**config.mk**
```make
export PLATFORM = sky130hd
export DESIGN_NAME = ex_mdu_stage
export DESIGN_NICKNAME = d
export VERILOG_FILES = /design/src/rtl/mdu_pkg.sv /design/src/rtl/fwd_select.sv /design/src/rtl/ex_mdu_stage.sv
export SDC_FILE = /design/constraint.sdc
export NUM_CORES = 1
export LEC_CHECK = 0
export ABC_AREA = 1
export BUFFER_PORTS_ARGS = -buffer_cell sky130_fd_sc_hd__buf_2
export CAP_MARGIN = 30
export CORE_MARGIN = 5
export CORE_UTILIZATION = 52
export CTS_CLUSTER_SIZE = 14
export DETAILED_ROUTE_END_ITERATION = 8
export PLACE_DENSITY = 0.72
export SYNTH_ARGS = -nofsm -noshare
export SYNTH_HDL_FRONTEND = slang
export SYNTH_SLANG_ARGS = --single-unit
```
**constraint.sdc**
```tcl
create_clock -name clk -period 8.15 [get_ports clk]
set_input_delay 0.4075 -clock clk [delete_from_list [all_inputs] [get_ports clk]]
set_output_delay 0.4075 -clock clk [all_outputs]
set_load 0.005 [all_outputs]
```
**src/rtl/mdu_pkg.sv**
```systemverilog
// Shared types and decode helpers for the execute-stage multiply/divide unit.
package mdu_pkg;

  // RV32M funct3 encodings
  typedef enum logic [2:0] {
    OP_MUL    = 3'd0,
    OP_MULH   = 3'd1,
    OP_MULHSU = 3'd2,
    OP_MULHU  = 3'd3,
    OP_DIV    = 3'd4,
    OP_DIVU   = 3'd5,
    OP_REM    = 3'd6,
    OP_REMU   = 3'd7
  } mdu_op_e;

  typedef enum logic [1:0] {
    IDLE = 2'd0,
    CALC = 2'd1,
    DONE = 2'd2
  } mdu_state_e;

  // All divide/remainder codes have funct3[2] set
  function automatic logic is_div(input mdu_op_e op);
    return op[2];
  endfunction

  function automatic logic is_rem(input mdu_op_e op);
    return (op == OP_REM) || (op == OP_REMU);
  endfunction

  function automatic logic is_signed_rs1(input mdu_op_e op);
    return (op == OP_MULH) || (op == OP_MULHSU) || (op == OP_DIV) || (op == OP_REM);
  endfunction

  function automatic logic is_signed_rs2(input mdu_op_e op);
    return (op == OP_MULH) || (op == OP_DIV) || (op == OP_REM);
  endfunction

endpackage

```
**src/rtl/fwd_select.sv**
```systemverilog
// Priority forwarding mux: x0 reads as zero, otherwise the lowest-index
// matching forwarding source wins, otherwise the register-file value is used.
module fwd_select #(
  parameter int XLEN    = 32,
  parameter int REG_AW  = 5,
  parameter int NUM_FWD = 2
) (
  input  logic [REG_AW-1:0]         i_addr,
  input  logic [XLEN-1:0]           i_rf_data,
  input  logic [NUM_FWD-1:0]        i_fwd_valid,
  input  logic [NUM_FWD*REG_AW-1:0] i_fwd_rd,
  input  logic [NUM_FWD*XLEN-1:0]   i_fwd_data,
  output logic [XLEN-1:0]           o_data
);

  // Scan from the oldest source down so the youngest match overrides last
  always_comb begin
    o_data = i_rf_data;
    for (int i = NUM_FWD - 1; i >= 0; i--) begin
      if (i_fwd_valid[i] && (i_fwd_rd[i*REG_AW +: REG_AW] == i_addr)) begin
        o_data = i_fwd_data[i*XLEN +: XLEN];
      end
    end
    if (i_addr == '0) begin
      o_data = '0;
    end
  end

endmodule

```
**src/rtl/ex_mdu_stage.sv**
```systemverilog
// Execute-stage RV32M unit: operands are resolved through the forwarding
// network at accept, then an iterative shift-add multiplier or restoring
// divider runs one bit per cycle and the result is offered on out_valid/out_ready.
//
// Handshakes: a transfer happens on a rising clock edge where valid and ready
// are both 1. in_ready is 1 only in IDLE; out_valid is 1 only in DONE, and
// result/rd_out stay constant while out_valid is 1 and out_ready is 0.
module ex_mdu_stage
  import mdu_pkg::*;
#(
  parameter int XLEN    = 32,
  parameter int NUM_FWD = 2,
  parameter int REG_AW  = 5
) (
  input  logic                      clk,
  input  logic                      rst,
  input  logic                      in_valid,
  output logic                      in_ready,
  input  logic [2:0]                op,
  input  logic [REG_AW-1:0]         rs1_addr,
  input  logic [REG_AW-1:0]         rs2_addr,
  input  logic [XLEN-1:0]           rs1_data,
  input  logic [XLEN-1:0]           rs2_data,
  input  logic [REG_AW-1:0]         rd_in,
  input  logic [NUM_FWD-1:0]        fwd_valid,
  input  logic [NUM_FWD*REG_AW-1:0] fwd_rd,
  input  logic [NUM_FWD*XLEN-1:0]   fwd_data,
  input  logic                      flush,
  output logic                      out_valid,
  input  logic                      out_ready,
  output logic [XLEN-1:0]           result,
  output logic [REG_AW-1:0]         rd_out,
  output logic                      busy,
  output mdu_state_e                dbg_state
);

  localparam int CW = $clog2(XLEN + 1);
  localparam logic [XLEN-1:0] SMIN = {1'b1, {(XLEN-1){1'b0}}};

  mdu_state_e            r_state, w_state_next;
  mdu_op_e               r_op;
  logic [CW-1:0]         r_cnt;
  logic [2*XLEN-1:0]     r_acc;     // {hi, lo}: product, or {remainder, quotient}
  logic [XLEN-1:0]       r_opnd;    // multiplicand / divisor magnitude
  logic                  r_neg_q;   // negate product or quotient at the end
  logic                  r_neg_r;   // negate remainder at the end
  logic [XLEN-1:0]       r_result;
  logic [REG_AW-1:0]     r_rd;

  logic [XLEN-1:0]       w_op1, w_op2, w_mag1, w_mag2;
  mdu_op_e               w_op;
  logic                  w_s1, w_s2, w_accept, w_div0, w_ovf, w_last;
  logic [XLEN:0]         w_mul_sum, w_div_rem_sh, w_div_diff;
  logic [2*XLEN-1:0]     w_mul_next, w_div_next, w_acc_next, w_prod_fix;
  logic [XLEN-1:0]       w_quo, w_rem, w_final;

  fwd_select #(.XLEN(XLEN), .REG_AW(REG_AW), .NUM_FWD(NUM_FWD)) u_fwd_rs1 (
    .i_addr(rs1_addr), .i_rf_data(rs1_data), .i_fwd_valid(fwd_valid),
    .i_fwd_rd(fwd_rd), .i_fwd_data(fwd_data), .o_data(w_op1)
  );

  fwd_select #(.XLEN(XLEN), .REG_AW(REG_AW), .NUM_FWD(NUM_FWD)) u_fwd_rs2 (
    .i_addr(rs2_addr), .i_rf_data(rs2_data), .i_fwd_valid(fwd_valid),
    .i_fwd_rd(fwd_rd), .i_fwd_data(fwd_data), .o_data(w_op2)
  );

  assign w_op     = mdu_op_e'(op);
  assign w_accept = in_valid && (r_state == IDLE) && !flush;
  assign w_s1     = is_signed_rs1(w_op) && w_op1[XLEN-1];
  assign w_s2     = is_signed_rs2(w_op) && w_op2[XLEN-1];
  assign w_mag1   = w_s1 ? -w_op1 : w_op1;
  assign w_mag2   = w_s2 ? -w_op2 : w_op2;
  assign w_div0   = is_div(w_op) && (w_op2 == '0);
  assign w_ovf    = ((w_op == OP_DIV) || (w_op == OP_REM)) && (w_op1 == SMIN) && (w_op2 == '1);
  assign w_last   = (r_cnt == CW'(1));

  // One iteration of multiply or divide plus the end-of-op sign fix-up
  always_comb begin
    w_mul_sum    = {1'b0, r_acc[2*XLEN-1:XLEN]} + (r_acc[0] ? {1'b0, r_opnd} : '0);
    w_mul_next   = {w_mul_sum, r_acc[XLEN-1:1]};
    w_div_rem_sh = r_acc[2*XLEN-1:XLEN-1];
    w_div_diff   = w_div_rem_sh - {1'b0, r_opnd};
    w_div_next   = w_div_diff[XLEN] ? {r_acc[2*XLEN-2:0], 1'b0}
                                    : {w_div_diff[XLEN-1:0], r_acc[XLEN-2:0], 1'b1};
    w_acc_next   = is_div(r_op) ? w_div_next : w_mul_next;
    w_prod_fix   = r_neg_q ? -w_acc_next : w_acc_next;
    w_quo        = w_acc_next[XLEN-1:0];
    w_rem        = w_acc_next[2*XLEN-1:XLEN];
    w_final      = w_prod_fix[2*XLEN-1:XLEN];
    case (r_op)
      OP_MUL:           w_final = w_acc_next[XLEN-1:0];
      OP_DIV, OP_DIVU:  w_final = r_neg_q ? -w_quo : w_quo;
      OP_REM, OP_REMU:  w_final = r_neg_r ? -w_rem : w_rem;
      default:          w_final = w_prod_fix[2*XLEN-1:XLEN];
    endcase
  end

  // Next-state logic; flush overrides everything
  always_comb begin
    w_state_next = r_state;
    if (flush) begin
      w_state_next = IDLE;
    end else begin
      case (r_state)
        IDLE:    if (in_valid) w_state_next = (w_div0 || w_ovf) ? DONE : CALC;
        CALC:    if (w_last) w_state_next = DONE;
        DONE:    if (out_ready) w_state_next = IDLE;
        default: w_state_next = IDLE;
      endcase
    end
  end

  // State register
  always_ff @(posedge clk or posedge rst) begin
    if (rst) r_state <= IDLE;
    else     r_state <= w_state_next;
  end

  // Operand capture at accept, iteration in CALC, result registration
  always_ff @(posedge clk or posedge rst) begin
    if (rst) begin
      r_op     <= OP_MUL;
      r_cnt    <= '0;
      r_acc    <= '0;
      r_opnd   <= '0;
      r_neg_q  <= 1'b0;
      r_neg_r  <= 1'b0;
      r_result <= '0;
      r_rd     <= '0;
    end else if (w_accept) begin
      r_op    <= w_op;
      r_rd    <= rd_in;
      r_cnt   <= CW'(XLEN);
      r_acc   <= {{XLEN{1'b0}}, w_mag1};
      r_opnd  <= w_mag2;
      r_neg_q <= w_s1 ^ w_s2;
      r_neg_r <= w_s1;
      if (w_div0)     r_result <= is_rem(w_op) ? w_op1 : '1;
      else if (w_ovf) r_result <= is_rem(w_op) ? '0 : SMIN;
    end else if ((r_state == CALC) && !flush) begin
      r_acc <= w_acc_next;
      r_cnt <= r_cnt - CW'(1);
      if (w_last) r_result <= w_final;
    end
  end

  assign in_ready  = (r_state == IDLE);
  assign out_valid = (r_state == DONE);
  assign busy      = (r_state != IDLE);
  assign result    = r_result;
  assign rd_out    = r_rd;
  assign dbg_state = r_state;

endmodule

```
# After elaboration in Yosys (flattened, before gate mapping)
# Cells that the tools add are included.
dict set report totals {
  reg_bits 146
  out_inout_bits 42
  elab_cells 105
}
dict set report op_classes {
  reduce_logical 33
  add_sub_neg 8
  eq_ne 22
  n_mux 32
  n_bitwise 1
}
# op n
set ops {}
lappend ops {{two-way mux 32 bit} 18}
lappend ops {{two-way mux 64 bit} 5}
lappend ops {{negation 32 bit} 4}
lappend ops {{one-hot mux 32 bit (3 select lines)} 1}
lappend ops {{equality test 32 bit, second input constant} 2}
lappend ops {{negation 64 bit} 1}
lappend ops {{adder 32 x 32 -> 33 bit} 1}
lappend ops {{subtractor 33 x 32 -> 33 bit} 1}
lappend ops {{logical NOT 32 bit} 1}
lappend ops {{equality test 3 bit, second input constant} 7}
lappend ops {{equality test 5 bit} 4}
lappend ops {{logical AND 1 bit} 12}
lappend ops {{two-way mux 6 bit} 2}
lappend ops {{logical NOT 5 bit} 2}
lappend ops {{two-way mux 2 bit} 5}
lappend ops {{logical OR 1 bit} 8}
lappend ops {{equality test 6 x 1 -> 1 bit, second input constant} 1}
lappend ops {{!= test 3 x 2 -> 1 bit, second input constant} 2}
lappend ops {{one-hot mux 2 bit (3 select lines)} 1}
lappend ops {{AND reduction 3 bit} 2}
lappend ops {{nonzero test 2 bit} 3}
lappend ops {{subtractor 6 x 1 -> 6 bit, second input constant} 1}
lappend ops {{OR reduction 2 bit} 2}
lappend ops {{equality test 3 x 1 -> 1 bit, second input constant} 1}
lappend ops {{9 further kinds} 9}

# Longest topological paths before layout
dict set report depth {
  word_depth 13
  depth_mapped 35
  ltp_nobuf 35
}

# Hierarchy
# A second synthesis with hierarchy kept.
dict set report unflattened {
  cells_unflattened 3731
  area_unflattened_um2 20454.6
}
# module instances seq_area_each_um2 area_each_um2 cells_each
set modules_own_cells {}
lappend modules_own_cells {ex_mdu_stage 1 3653.5 17732.0 3135}
lappend modules_own_cells {fwd_select 2 0.0 1361.3 298}

# Worst setup path after synthesis
# Ideal clock, no wire load.
dict set report synth_path {
  path_type {reg-to-reg}
  from {reg r_acc[31]}
  to {reg r_result[20], in the netlist result[20]}
  path_stages_with_launch 34
  path_buffers 0
  required_ps 8034
  t_arrival_ps 3959
  setup_slack_ps 4074
  path_cell_list {dfrtp_1 -> inv_1 -> ha_1 -> inv_1 -> fa_1 -> nand2_1 -> nand2_1 -> nand3_1 -> nand2_2 -> nand2_1 -> nand2_2 -> nand2_2 -> nand3_2 -> nand2_4 -> nand2_1 -> nand2_1 -> ha_1 -> inv_1 -> nor3_1 -> nand2_1 -> nor2_1 -> nand2_1 -> nor4_2 -> nand4_1 -> nor3_1 -> nand3_1 -> nand2_2 -> nand2_1 -> nand2_1 -> nand3_1 -> nand3_1 -> nand2_1 -> nand2_1 -> nand2_1}
}
dict set report synth_via {
  elab_chain_cells 9
  word_cells_on_any_way 13
  classes_between {add/sub (4); mux (9)}
}
# item line
set synth_rtl {}
lappend synth_rtl {{start: declaration} ex_mdu_stage.sv:43} ;# logic [2*XLEN-1:0] r_acc;
lappend synth_rtl {{start signal: assignment} ex_mdu_stage.sv:134} ;# r_acc <= {{XLEN{1'b0}}, w_mag1};
lappend synth_rtl {{start signal: assignment} ex_mdu_stage.sv:141} ;# r_acc <= w_acc_next;
lappend synth_rtl {{subtractor 33 x 32 -> 33 bit} ex_mdu_stage.sv:82} ;# w_div_diff = w_div_rem_sh - {1'b0, r_opnd};
lappend synth_rtl {{two-way mux 64 bit} ex_mdu_stage.sv:83} ;# w_div_next = w_div_diff[XLEN] ? {r_acc[2*XLEN-2:0], 1'b0}
lappend synth_rtl {{two-way mux 64 bit *} ex_mdu_stage.sv:85} ;# w_acc_next = is_div(r_op) ? w_div_next : w_mul_next;
lappend synth_rtl {{negation 64 bit, or another cell as far along} ex_mdu_stage.sv:86} ;# w_prod_fix = r_neg_q ? -w_acc_next : w_acc_next;
lappend synth_rtl {{two-way mux 64 bit, or another cell as far along} ex_mdu_stage.sv:86}
lappend synth_rtl {{one-hot mux 32 bit (3 select lines) *} ex_mdu_stage.sv:90} ;# case (r_op)
lappend synth_rtl {{two-way mux 32 bit *} ex_mdu_stage.sv:143} ;# if (w_last) r_result <= w_final;
lappend synth_rtl {{two-way mux 32 bit *} ex_mdu_stage.sv:140} ;# end else if ((r_state == CALC) && !flush) begin
lappend synth_rtl {{two-way mux 32 bit *} ex_mdu_stage.sv:130} ;# end else if (w_accept) begin
lappend synth_rtl {{end signal: assignment} ex_mdu_stage.sv:138} ;# if (w_div0) r_result <= is_rem(w_op) ? w_op1 : '1;
lappend synth_rtl {{end signal: assignment} ex_mdu_stage.sv:139} ;# else if (w_ovf) r_result <= is_rem(w_op) ? '0 : SMIN;
lappend synth_rtl {{end signal: assignment} ex_mdu_stage.sv:143}
lappend synth_rtl {{end: declaration} ex_mdu_stage.sv:47} ;# logic [XLEN-1:0] r_result;
# Mark *: on every way between the ends. The rest lies on a longest branch, timed or not. The select of a mux whose other input is x is not followed.
# A chain may end at the register's enable or synchronous reset.

# Worst setup path in the final report
dict set report layout_path {
  from {reg r_acc[31]}
  to {reg r_result[30], in the netlist result[30]}
}
# Same word-level chain as after synthesis.

==> impl_metrics.env <==
export IMPL_num_vias=24693
export IMPL_period_needed_ps=5434
export IMPL_synth_flop_cell="dfrtp_1"
export IMPL_cts_resized=0
export IMPL_synth_cell_area_um2=20030
export IMPL_wire_per_inst_um=20.76
export IMPL_cts_tree="done"
export IMPL_synth_top_cell_area_share_pct=22.13
export IMPL_grt_pass1_wl_mm=132.9
export IMPL_antenna_found_initial=4
export IMPL_final_common_cell="nand2_1"
export IMPL_clockBufferDepth=2
export IMPL_route_detailed_drc=0
export IMPL_final_period_utilization_pct=66.68
export IMPL_slew_headroom_pct=29.33
export IMPL_max_stage_delay_ps=430
export IMPL_tns_ps=0
export IMPL_synth_top_family_by_area="simple AND/OR/NAND/NOR gates"
export IMPL_max_freq_mhz=184.0
export IMPL_viasPerCell=5.822
export IMPL_yosys_area_share_simple_pct=44.46
export IMPL_rsz0062_at_grt="false"
export IMPL_regArea_um2=3659
export IMPL_cp_required_ps=8540
export IMPL_grt_pass1_vias=22763
export IMPL_final_area_um2=21870
export IMPL_clock_latency_ps=470
export IMPL_ys_async_sr_fraction_pct=100.0
export IMPL_ys_ff_latch=146
export IMPL_drv_slew=0
export IMPL_clock_skew_ps=11.07
export IMPL_yosys_warnings=0
export IMPL_worstSetupEndpointType="flop"
export IMPL_hold_buffers=0
export IMPL_die_width_um=206.3
export IMPL_place_congestion=1.117
export IMPL_postSynthCellCount=3597
export IMPL_multi_input_area_um2=13790
export IMPL_grt_usage_pct=40.90
export IMPL_postSynthAreaPerCell_um2=5.568
export IMPL_die_h_um=206.3
export IMPL_cpMostUsedCell="nand2_1"
export IMPL_port_buffers=204
export IMPL_synthDistinctLibCells=59
export IMPL_yosysTopAreaCell="nand2_1"
export IMPL_cp_top_family="simple AND/OR/NAND/NOR gates"
export IMPL_power_leakage_uw=0.01203
export IMPL_core_um2=37840
export IMPL_gr_total_overflow=0
export IMPL_hold_class="input port to asynchronous set/reset pin"
export IMPL_synth_edff_count=0
export IMPL_drv_cap=0
export IMPL_r2r_start="r_acc[31]"
export IMPL_finalHoldViolCount=0
export IMPL_cts_buffers=17
export IMPL_ios=205
export IMPL_first_iter_violations=3292
export IMPL_synth_xor_area_share_pct=2.667
export IMPL_startpoint="r_acc[31]"
export IMPL_postRouteAntennaNets=0
export IMPL_clock_sinks=146
export IMPL_arrival_ps=5830
export IMPL_setup_viol=0
export IMPL_wl_mm=88.03
export IMPL_path_class="flop to flop"
export IMPL_critPathLaunchType="flop"
export IMPL_irDropWorstVdd_mv=0.2023
export IMPL_critPathBufInv=3
export IMPL_final_cell_mix="nand2_1, inv_1, nand3_1, nor2_1, a21oi_1"
export IMPL_start_util_pct=52.93
export IMPL_drive_gt1_share_pct=10.57
export IMPL_synth_area_leaders="nand2_1, dfrtp_1, inv_1, nand3_1, nor2_1"
export IMPL_syn2layout_area_growth_pct=9.196
export IMPL_dpl_cell_area_um2=21190
export IMPL_outcome="finished clean"
export IMPL_power_density_nw_per_um2=489.6
export IMPL_fin_nets=3952
export IMPL_tightest_slew_ps=1060
export IMPL_syn_nets=3833
export IMPL_synth_mux_area_share_pct=0
export IMPL_dieArea_um2=42540
export IMPL_fillers=4086
export IMPL_first_pass_iters=9
export IMPL_synth_compound_area_share_pct=16.89
export IMPL_num_rows=71
export IMPL_yosysSeqAreaShare_pct=18.24
export IMPL_crit_fanout=27
export IMPL_cts_setup_buffers=0
export IMPL_total_power_uw=10710
export IMPL_cts_max_level=4
export IMPL_slowest_stage="fa_1"
export IMPL_synthAdderAreaFrac_pct=4.635
export IMPL_grt_max_degree=96
export IMPL_root_buffer="clkbuf_16"
export IMPL_dp_final_hpwl_mm=70.34
export IMPL_clkTransAtPathRegs_ps=70
-- per-layer routing --
metal / routed length [µm] / vias up / GRT usage, % / share of wire, %
met1: 33950 / 11040 / 52.28 / 39
met3: 12120 / 294 / 14.64 / 14
met5: 23 / - / 0 / 0.026
li1: - / 11813 / - / -
met4: 5437 / 4 / 20.96 / 6.2
met2: 36500 / 1542 / 60.79 / 41
-- stage by stage --
| stage | hold slack [ps] | utilization (%) | worst slack (ps) | cells |
|---|---|---|---|---|
| after floorplan | 442.6 | - | 3820 | 3597 |
| after global placement | 451.3 | 55.98 | 3055 | 4206 |
| after detailed placement | 456.7 | 56.00 | 2896 | 4207 |
| after CTS | 136.0 | 57.71 | 2855 | 4239 |
| after global routing | 96.80 | 57.79 | 2089 | 4240 |
| final | 46.37 | 57.79 | 2716 | 4241 |
-- where the power goes --
group	switching (µW)	internal (µW)	leakage, µW
Combinational	6010	2370	0.00989
Sequential	363	1060	0.00183
Clock	386	523	0.000311
-- final cells by class --
type / count / share of cell area [%]
clock buffers: 17 / 1.945
diodes: 1 / 0.01144
repair buffers: 226 / 5.515
multi-input cells: 2812 / 63.03
flip-flops and latches: 146 / 16.73
clock inverters: 15 / 1.013
inverters: 513 / 8.833
well taps: 511 / 2.923
-- synth_stat cells (22+ instances only) --
cell      count
o22ai_1      29
nand4_1      47
nand3_1     362
inv_1       488
xor2_1       41
nor2_1      344
nor3_1       38
a21oi_1     215
ha_1         71
clkbuf_1     54
buf_2        24
o21ai_1      41
nand2_1    1181
dfrtp_1     146
o21ai_0     211
nand2_2      22
-- worst paths after layout --
check | endpoint | slack, ps | cells after the start
max in group asynchronous | r_acc[26] | 6890 | 4
setup reg to reg | result[30] | 2720 | 32
min in group clk | rd_out[3] | 140 | 3
setup / recovery | result[30] | 2720 | 32
hold / removal | rd_out[4] | 50 | 3
hold reg to reg | rd_out[0] | 470 | 2
-- sequential cells by signal, indices dropped and copies added, names as in the netlist --
register and flops:
r_op 3, r_opnd 32, result 32, r_cnt 6, r_neg_r 1, r_acc 64
r_neg_q 1, dbg_state 2, rd_out 5
-- worst min-delay path, cell delays in order --
cell and delay, ps:
buf_2 120, inv_6 60, buf_16 360
-- cells by family (layout without fill, tap and decap cells) --
| kind of cell | Yosys count | count (layout) |
|---|---|---|
| buf+inv | 639 | 771 |
| simple gates | 2082 | 2082 |
| compound gates | 596 | 596 |
| fa+ha+maj | 73 | 73 |
| flops | 146 | 146 |
| xor+xnor | 61 | 61 |
| other cells | 0 | 1 |
No activity file was read; power rests on OpenSTA's default activity.
